### src/rtl/cnn_frame_sequencer.sv
// Frame sequencer between a pixel source, a 3x3 line buffer and a convolution engine.
// Build macro CNN_SEQ_FLUSH_EN adds a WIDTH+1 zero-pixel flush phase before DONE.
module cnn_frame_sequencer #(
  parameter int DATA_WIDTH = 8,
  parameter int WIDTH      = 28,
  parameter int HEIGHT     = 28
) (
  input  logic                  clk,
  input  logic                  rst_n,
  input  logic                  start,
  input  logic                  abort,
  input  logic                  src_valid,
  input  logic [DATA_WIDTH-1:0] src_data,
  output logic                  src_ready,
  output logic [DATA_WIDTH-1:0] lb_pixel,
  output logic                  lb_valid,
  input  logic                  lb_window_valid,
  output logic                  conv_valid,
  input  logic                  conv_ready,
  output logic                  busy,
  output logic                  done,
  output logic [15:0]           win_cnt
);

  localparam int TOTAL = WIDTH * HEIGHT;
  localparam int PIX_W = (TOTAL > 1)  ? $clog2(TOTAL)  : 1;
  localparam int COL_W = (WIDTH > 1)  ? $clog2(WIDTH)  : 1;
  localparam int ROW_W = (HEIGHT > 1) ? $clog2(HEIGHT) : 1;
  localparam logic [PIX_W-1:0] PIX_LAST = PIX_W'(TOTAL - 1);
  localparam logic [COL_W-1:0] COL_LAST = COL_W'(WIDTH - 1);
  localparam logic [ROW_W-1:0] ROW_LAST = ROW_W'(HEIGHT - 1);

  typedef enum logic [2:0] {
    IDLE   = 3'd0,
    FILL   = 3'd1,
    STREAM = 3'd2,
    FLUSH  = 3'd3,
    DONE   = 3'd4
  } state_t;

`ifdef CNN_SEQ_FLUSH_EN
  localparam state_t END_STATE = FLUSH;
`else
  localparam state_t END_STATE = DONE;
`endif

  function automatic logic [15:0] sat_inc16(input logic [15:0] v);
    return (v == 16'hFFFF) ? v : v + 16'd1;
  endfunction

  state_t state;
  state_t state_nxt;

  logic [PIX_W-1:0] pix_cnt;
  logic [COL_W-1:0] col_cnt;
  logic [ROW_W-1:0] row_cnt;
  logic             in_frame;
  logic             accept;
  logic             last_pix;
  logic             frame_start;
  logic             inject;

  assign in_frame    = (state == FILL) || (state == STREAM);
  assign frame_start = (state == IDLE) && start;
  // abort kills the handshake in its own cycle so nothing is half-accepted
  assign src_ready   = in_frame && !abort && (!lb_window_valid || conv_ready);
  assign accept      = src_valid && src_ready;
  assign last_pix    = (pix_cnt == PIX_LAST) && (row_cnt == ROW_LAST) && (col_cnt == COL_LAST);

`ifdef CNN_SEQ_FLUSH_EN
  localparam int FL_W = $clog2(WIDTH + 2);
  localparam logic [FL_W-1:0] FLUSH_LAST = FL_W'(WIDTH);

  logic [FL_W-1:0] flush_cnt;

  assign inject = (state == FLUSH) && !abort && (!lb_window_valid || conv_ready);

  always_ff @(posedge clk or negedge rst_n) begin
    if (!rst_n) begin
      flush_cnt <= '0;
    end else if (frame_start) begin
      flush_cnt <= '0;
    end else if (inject) begin
      flush_cnt <= flush_cnt + 1'b1;
    end
  end
`else
  assign inject = 1'b0;
`endif

  always_comb begin
    lb_valid   = accept || inject;
    lb_pixel   = accept ? src_data : '0;
    conv_valid = lb_valid && lb_window_valid;
    busy       = in_frame || (state == FLUSH);
    done       = (state == DONE);
  end

  always_ff @(posedge clk or negedge rst_n) begin
    if (!rst_n) begin
      state <= IDLE;
    end else begin
      state <= state_nxt;
    end
  end

  always_comb begin
    state_nxt = state;
    case (state)
      IDLE: begin
        if (start) state_nxt = FILL;
      end
      FILL: begin
        // a tiny frame can end before the window ever becomes valid
        if (accept && last_pix)             state_nxt = END_STATE;
        else if (accept && lb_window_valid) state_nxt = STREAM;
      end
      STREAM: begin
        if (accept && last_pix) state_nxt = END_STATE;
      end
      FLUSH: begin
`ifdef CNN_SEQ_FLUSH_EN
        if (inject && (flush_cnt == FLUSH_LAST)) state_nxt = DONE;
`else
        state_nxt = IDLE;
`endif
      end
      DONE:    state_nxt = IDLE;
      default: state_nxt = IDLE;
    endcase
    if (abort && (state != IDLE)) state_nxt = IDLE;
  end

  always_ff @(posedge clk or negedge rst_n) begin
    if (!rst_n) begin
      pix_cnt <= '0;
      col_cnt <= '0;
      row_cnt <= '0;
      win_cnt <= '0;
    end else if (frame_start) begin
      pix_cnt <= '0;
      col_cnt <= '0;
      row_cnt <= '0;
      win_cnt <= '0;
    end else begin
      if (accept) begin
        pix_cnt <= pix_cnt + 1'b1;
        if (col_cnt == COL_LAST) begin
          col_cnt <= '0;
          row_cnt <= row_cnt + 1'b1;
        end else begin
          col_cnt <= col_cnt + 1'b1;
        end
      end
      if (conv_valid) win_cnt <= sat_inc16(win_cnt);
    end
  end

endmodule
### config.mk
export PLATFORM = sky130hd
export DESIGN_NAME = cnn_frame_sequencer
export DESIGN_NICKNAME = d
export VERILOG_FILES = /design/src/rtl/cnn_frame_sequencer.sv
export SDC_FILE = /design/constraint.sdc
export NUM_CORES = 1
export LEC_CHECK = 0
export ABC_AREA = 1
export BUFFER_PORTS_ARGS = -buffer_cell sky130_fd_sc_hd__buf_2
export CAP_MARGIN = 20
export CORE_UTILIZATION = 46
export CTS_BUF_LIST = sky130_fd_sc_hd__clkbuf_16
export DETAILED_ROUTE_END_ITERATION = 8
export PLACE_DENSITY_LB_ADDON = 0.2
export SLEW_MARGIN = 5
export SYNTH_ARGS = -nofsm -noshare
export SYNTH_HDL_FRONTEND = slang
export SYNTH_SLANG_ARGS = --single-unit
### constraint.sdc
create_clock -name clk -period 2.1 [get_ports clk]
set_input_delay 0.105 -clock clk [delete_from_list [all_inputs] [get_ports clk]]
set_output_delay 0.105 -clock clk [all_outputs]
set_load 0.02 [all_outputs]
==> Yosys cells after proc, flatten, opt, wreduce, memory -nomap -nowiden <==
Cells that the tools add are included.
{ "word_totals": {"word_cells": 61, "inputBits": 15, "ff_bits": 39, "out_inout_bits": 29} }
{ "classes": {"reduce_logical": 22, "n_eq_ne": 12, "mux": 18, "n_addsub": 4} }
{ "op_table": {"columns": ["cell", "n"], "rows": [
  ["16-bit two-way mux", 3],
  ["5-bit two-way mux", 6],
  ["10-bit two-way mux", 2],
  ["16-bit by 1-bit adder with 16-bit output, second input constant", 1],
  ["16-bit == test, second input constant", 1],
  ["3-bit two-way mux", 5],
  ["10-bit by 1-bit adder with 10-bit output, second input constant", 1],
  ["5-bit by 1-bit adder with 5-bit output, second input constant", 2],
  ["10-bit == test, second input constant", 1],
  ["5-bit == test, second input constant", 2],
  ["1-bit logical AND", 9],
  ["3-bit case mux with 3 select lines", 1],
  ["8-bit two-way mux", 1],
  ["3-bit by 2-bit == test with 1-bit output, second input constant", 2],
  ["2-bit nonzero test", 3],
  ["4-bit by 2-bit != test with 1-bit output, second input constant", 1],
  ["2-bit AND reduction", 2],
  ["3-bit by 1-bit == test with 1-bit output, second input constant", 1],
  ["3-bit == test, second input constant", 1],
  ["3-bit logical NOT", 1],
  ["1-bit logical OR", 3],
  ["3-bit by 1-bit != test with 1-bit output, second input constant", 1],
  ["3-bit by 2-bit != test with 1-bit output, second input constant", 1],
  ["3-bit AND reduction", 1],
  ["3 further kinds", 4]
]} }

==> Longest topological paths before layout <==
{ "depth": {"depth_word": 10, "mapped_depth": 10, "mapped_depth_nobuf": 10} }

==> Least setup slack after synthesis <==
OpenSTA, ideal clock, no wires.
{ "synth_path": {"path_kind": "register to register", "startpoint": "register win_cnt[0]", "endpoint": "register win_cnt[0]", "path_slack_ns": 0.350, "path_stages_with_launch": 10, "setup_time_ns": 0.130, "required_time_ns": 1.970, "n_path_buf": 1, "synth_period_minus_slack_ns": 1.750, "t_arrival_ns": 1.621, "cell_sequence": "dfrtp_1 -> ha_1 -> nand3_2 -> nor2_4 -> nand2_2 -> nor3_4 -> nor2_4 -> buf_6 -> nand3_1 -> o21ai_0"} }
{ "synth_via": {"elab_chain_len": 4, "elab_cells_between_ends": 7, "cone_classes": "add/sub: 1; eq/ne: 2; mux: 3; reduce/logical: 1"} }
{ "synth_rtl": {"columns": ["item", "line", "source"], "rows": [
  ["start, declared", "22", "output logic [15:0] win_cnt"],
  ["start signal, assigned", "155", "if (conv_valid) win_cnt <= sat_inc16(win_cnt);"],
  ["16-bit by 1-bit adder with 16-bit output", "48", "return (v == 16'hFFFF) ? v : v + 16'd1;"],
  ["16-bit two-way mux", "48", null],
  ["16-bit two-way mux", "155", null],
  ["16-bit two-way mux", "140", "end else if (frame_start) begin"]
]} }
Several ways; a longest one is shown, not always the timed one. The select of a mux whose other input is x is not followed.
A chain may end at the register's enable or synchronous reset.

==> Final worst setup path <==
{ "layout_path": {"startpoint": "register state[1]", "endpoint": "register win_cnt[5]"} }
{ "layout_via": {"elab_chain_len": 8, "elab_cells_between_ends": 13, "cone_classes": "eq/ne: 3; mux: 1; reduce/logical: 9"} }
{ "layout_rtl": {"columns": ["item", "line", "source"], "rows": [
  ["start, declared", "51", "state_t state;"],
  ["start signal, assigned", "103", "state <= state_nxt;"],
  ["3-bit by 1-bit == test with 1-bit output / 3-bit by 2-bit == test with 1-bit output (equally long branches)", "63", "assign in_frame = (state == FILL) || (state == STREAM);"],
  ["1-bit logical OR", "63", null],
  ["1-bit logical AND (2 in series)", "66", "assign src_ready = in_frame && !abort && (!lb_window_valid || conv_ready);"],
  ["1-bit logical AND", "67", "assign accept = src_valid && src_ready;"],
  ["1-bit logical AND", "94", "conv_valid = lb_valid && lb_window_valid;"],
  ["2-bit nonzero test (no source line)", null, null],
  ["2-bit AND reduction (no source line)", null, null]
]} }
Several ways; a longest one is shown, not always the timed one.

==> run summary <==
P_sw: 0.840 mW
# Max-Cap Violations: 0
fmax: 535 MHz
drc violations: 0
gp weighted congestion: 0.810
met3 WL: 176 microns
Pins Over Slew Limit: 0
Distinct cells, synth: 37
clock sink count: 39
Top delay family on crit path: simple AND/OR/NAND/NOR gates
initial antenna violation count: 0
final instance area: 0.00282 sq mm
Hold WS: 0.166 ns
Tcrit/Tclk final: 0.891
Rows: 25
largest net degree at the start of global routing: 40
final hold violation count: 0
die width: 73.8 microns
routed metal-1 wirelength: 2690 microns
Net Count, Synth: 335
RSZ-0062 raised after global routing: false
wire length per cell: 12.3 microns
core box area: 0.00485 sq mm
TNS Setup: 0 ns
Syn-to-layout area delta: 18.7%
cell count after synthesis: 316
dpl cells: 425
hold path depth: 4
PortBufs: 43
synthesized flop and latch total: 39
routed wire length: 5320 microns
Root Driver: clkbuf_16
source of the worst hold timing path: start
r2r endpoint: win_cnt[5]$_DFFE_PN0P_
CTS clk-pin slew, worst paths: 0.06 ns
first-pass GRT wire length: 8850 microns
Post-CTS Setup Bufs: 0
initial DRC count: 101
Mapped Area: 0.00237 sq mm
slowest stage delay, CP: 0.40 ns
final global-route overflow total: 0
share of cells above drive strength 1: 0.193
vias in the first global route: 1,915
area occupied by multi-input gates: 0.00121 sq mm
Final min period: 1.87 ns
worst hold endpoint: state[1]$_DFFE_PN0P_
met2 wire length: 2380 microns
commonest non-fill, non-tap cell in the layout: nand2_1
Lkg Pwr: 1.48 nW
setup violators final: 0
Layout Cells excl Fill: 434
Nets: 385
dpl cell area: 0.00267 sq mm
Logic pwr share: 0.283
worst vdd ir: 0.425 mV
r2r startpoint: state[1]$_DFFE_PN0P_
DP HPWL: 3860 microns
antenna-violating nets left: 0
status: finished clean
Relative slew margins: 0.427
Initial Utilization: 0.489
Syn. warnings: 0
Reg area: 976 sq um
commonest non-fill, non-tap cells in the layout: nand2_1 (67), buf_2 (43), inv_1 (40), nor2_1 (40), dfrtp_1 (39)
routed vias: 2,200
power per cell area: 832 mW/mm^2
n_diodes: 0
WP data required: 2.27 ns
DR top layer: met4
sequential element share of the synthesized area: 0.412
CTS buffer count: 5
GRT Total Usage: 0.214
worst reg2reg setup slack: 0.23 ns
CTS Buffer Depth: 2
Initial DRT Pass Iterations: 4
crit-path cells: inv_1 -> nand3_1 -> nand2_2 -> nand3_4 -> clkinv_4 -> nand2_4 -> nor2_4 -> nand3_1 -> nand2_1 -> nor2_1
DR vias/cell: 5.07
r2r worst-path depth: 10
CTS tree: built
total power: 2.34 mW
Skew-Pair Late Insertion Delay: 0.28 ns
Mapped Avg Cell Area: 7.50 sq um
Top cell by count, worst path: nand3_1
clock power share: 0.312
cts hold-fix bufs: 1
Hold Path Class: input pin to register
Setup crit start kind: register
Fillers: 471
die area: 0.00545 sq mm
Arr. time, crit path: 2.04 ns
Crit. End Element: register
I/O pins: 44
Flop pwr share: 0.405
cts repair resizes: 0
H-tree lvl count: 2
Worst Max-Slew Pin Slew: 0.860 ns
Final Skew: 0.00258 ns
Die Ht: 73.8 microns
Internal Power: 1.50 mW
CP max-delay cell: dfrtp_1
Sw Ratio: 0.359
Crit Path Class: register to register
worst-path fanout max: 17
crit path buf inv count: 2
[worst reg2reg max path: stages (launching register included)]
cell and delay, ns:
dfrtp_1 0.40, inv_1 0.08, nand3_1 0.13, nand2_2 0.15
nand3_4 0.19, clkinv_4 0.15, nand2_4 0.08, nor2_4 0.33
nand3_1 0.13, nand2_1 0.08, nor2_1 0.04
[state kept, by name (all words and copies together), names as in the netlist]
name / flops
state: 3
win_cnt: 16
pix_cnt: 10
row_cnt: 5
col_cnt: 5
[stage by stage]
step                       util  setup WS, ns
after floorplan               -         0.350
after global placement    0.550         0.276
after detailed placement  0.550         0.227
after CTS                 0.581         0.220
after global routing      0.581        0.0146
final                     0.581         0.230
[cell type report]
cell class              instances  area share
clock buffers                   5      0.0444
clock inverters                 3     0.00444
inverters                      42      0.0578
multi-input cells             231       0.429
flip-flops and latches         39       0.347
well taps                      67      0.0298
repair buffers                 47      0.0880
[cell families after synthesis]
group / count (synthesis) / synth area share
XOR/XNOR: 12 / 0.0443
flip-flops: 39 / 0.412
buffers and inverters: 46 / 0.0792
AND/OR/NAND/NOR: 181 / 0.360
AO/OA/AOI/OAI: 33 / 0.0797
adder cells (fa/ha/maj): 4 / 0.0211
multiplexers: 1 / 0.00422
[how the worst max path moves through the flow]
| stage | slack (ns) | cells past startpoint | end | start |
|---|---|---|---|---|
| 2_1_floorplan | 0.35 | 9 | win_cnt[0]$_DFFE_PN0P_ | win_cnt[0]$_DFFE_PN0P_ |
| 3_3_place_gp | 0.28 | 10 | win_cnt[2]$_DFFE_PN0P_ | state[0]$_DFFE_PN0P_ |
| 3_5_place_dp | 0.23 | 10 | win_cnt[5]$_DFFE_PN0P_ | state[1]$_DFFE_PN0P_ |
| 4_1_cts | 0.22 | 10 | win_cnt[5]$_DFFE_PN0P_ | state[1]$_DFFE_PN0P_ |
| 5_1_grt | 0.01 | 10 | win_cnt[2]$_DFFE_PN0P_ | state[1]$_DFFE_PN0P_ |
| 6_report | 0.23 | 10 | win_cnt[5]$_DFFE_PN0P_ | state[1]$_DFFE_PN0P_ |
[routing by layer]
layer,vias up,GRT usage
li1,1140,-
met1,1009,0.298
met2,44,0.334
met3,7,0.0412
met4,0,0.0705
met5,-,0
[synthesized netlist by cell type (all sizes together)]
library cell / number / area, sq um
a21oi: 10 / 50.1
a22o: 2 / 17.5
a31o: 1 / 8.76
a31oi: 1 / 6.26
buf: 4 / 25.0
clkinv: 1 / 8.76
dfrtp: 39 / 976
ha: 4 / 50.1
inv: 41 / 154
mux2i: 1 / 10.0
nand2: 72 / 288
nand2b: 1 / 6.26
nand3: 33 / 183
nand3b: 1 / 7.51
nand4: 15 / 93.8
nor2: 43 / 179
nor3: 13 / 76.3
nor3b: 1 / 7.51
o21a: 1 / 7.51
o21ai: 16 / 83.8
o21bai: 1 / 7.51
o31ai: 1 / 7.51
or2: 2 / 12.5
xnor2: 3 / 26.3
xor2: 9 / 78.8
[power groups by stage]
stage          Clock [mW]  Combinational, mW  Sequential [mW]
6_report            0.731              0.662            0.948
3_5_place_dp            0              0.668            0.961
5_1_grt             0.773              0.747            0.961
4_1_cts             0.744              0.669            0.949
3_3_place_gp            0              0.652            0.959
2_1_floorplan           0              0.463            0.958
(Power assumes the default switching activity.)
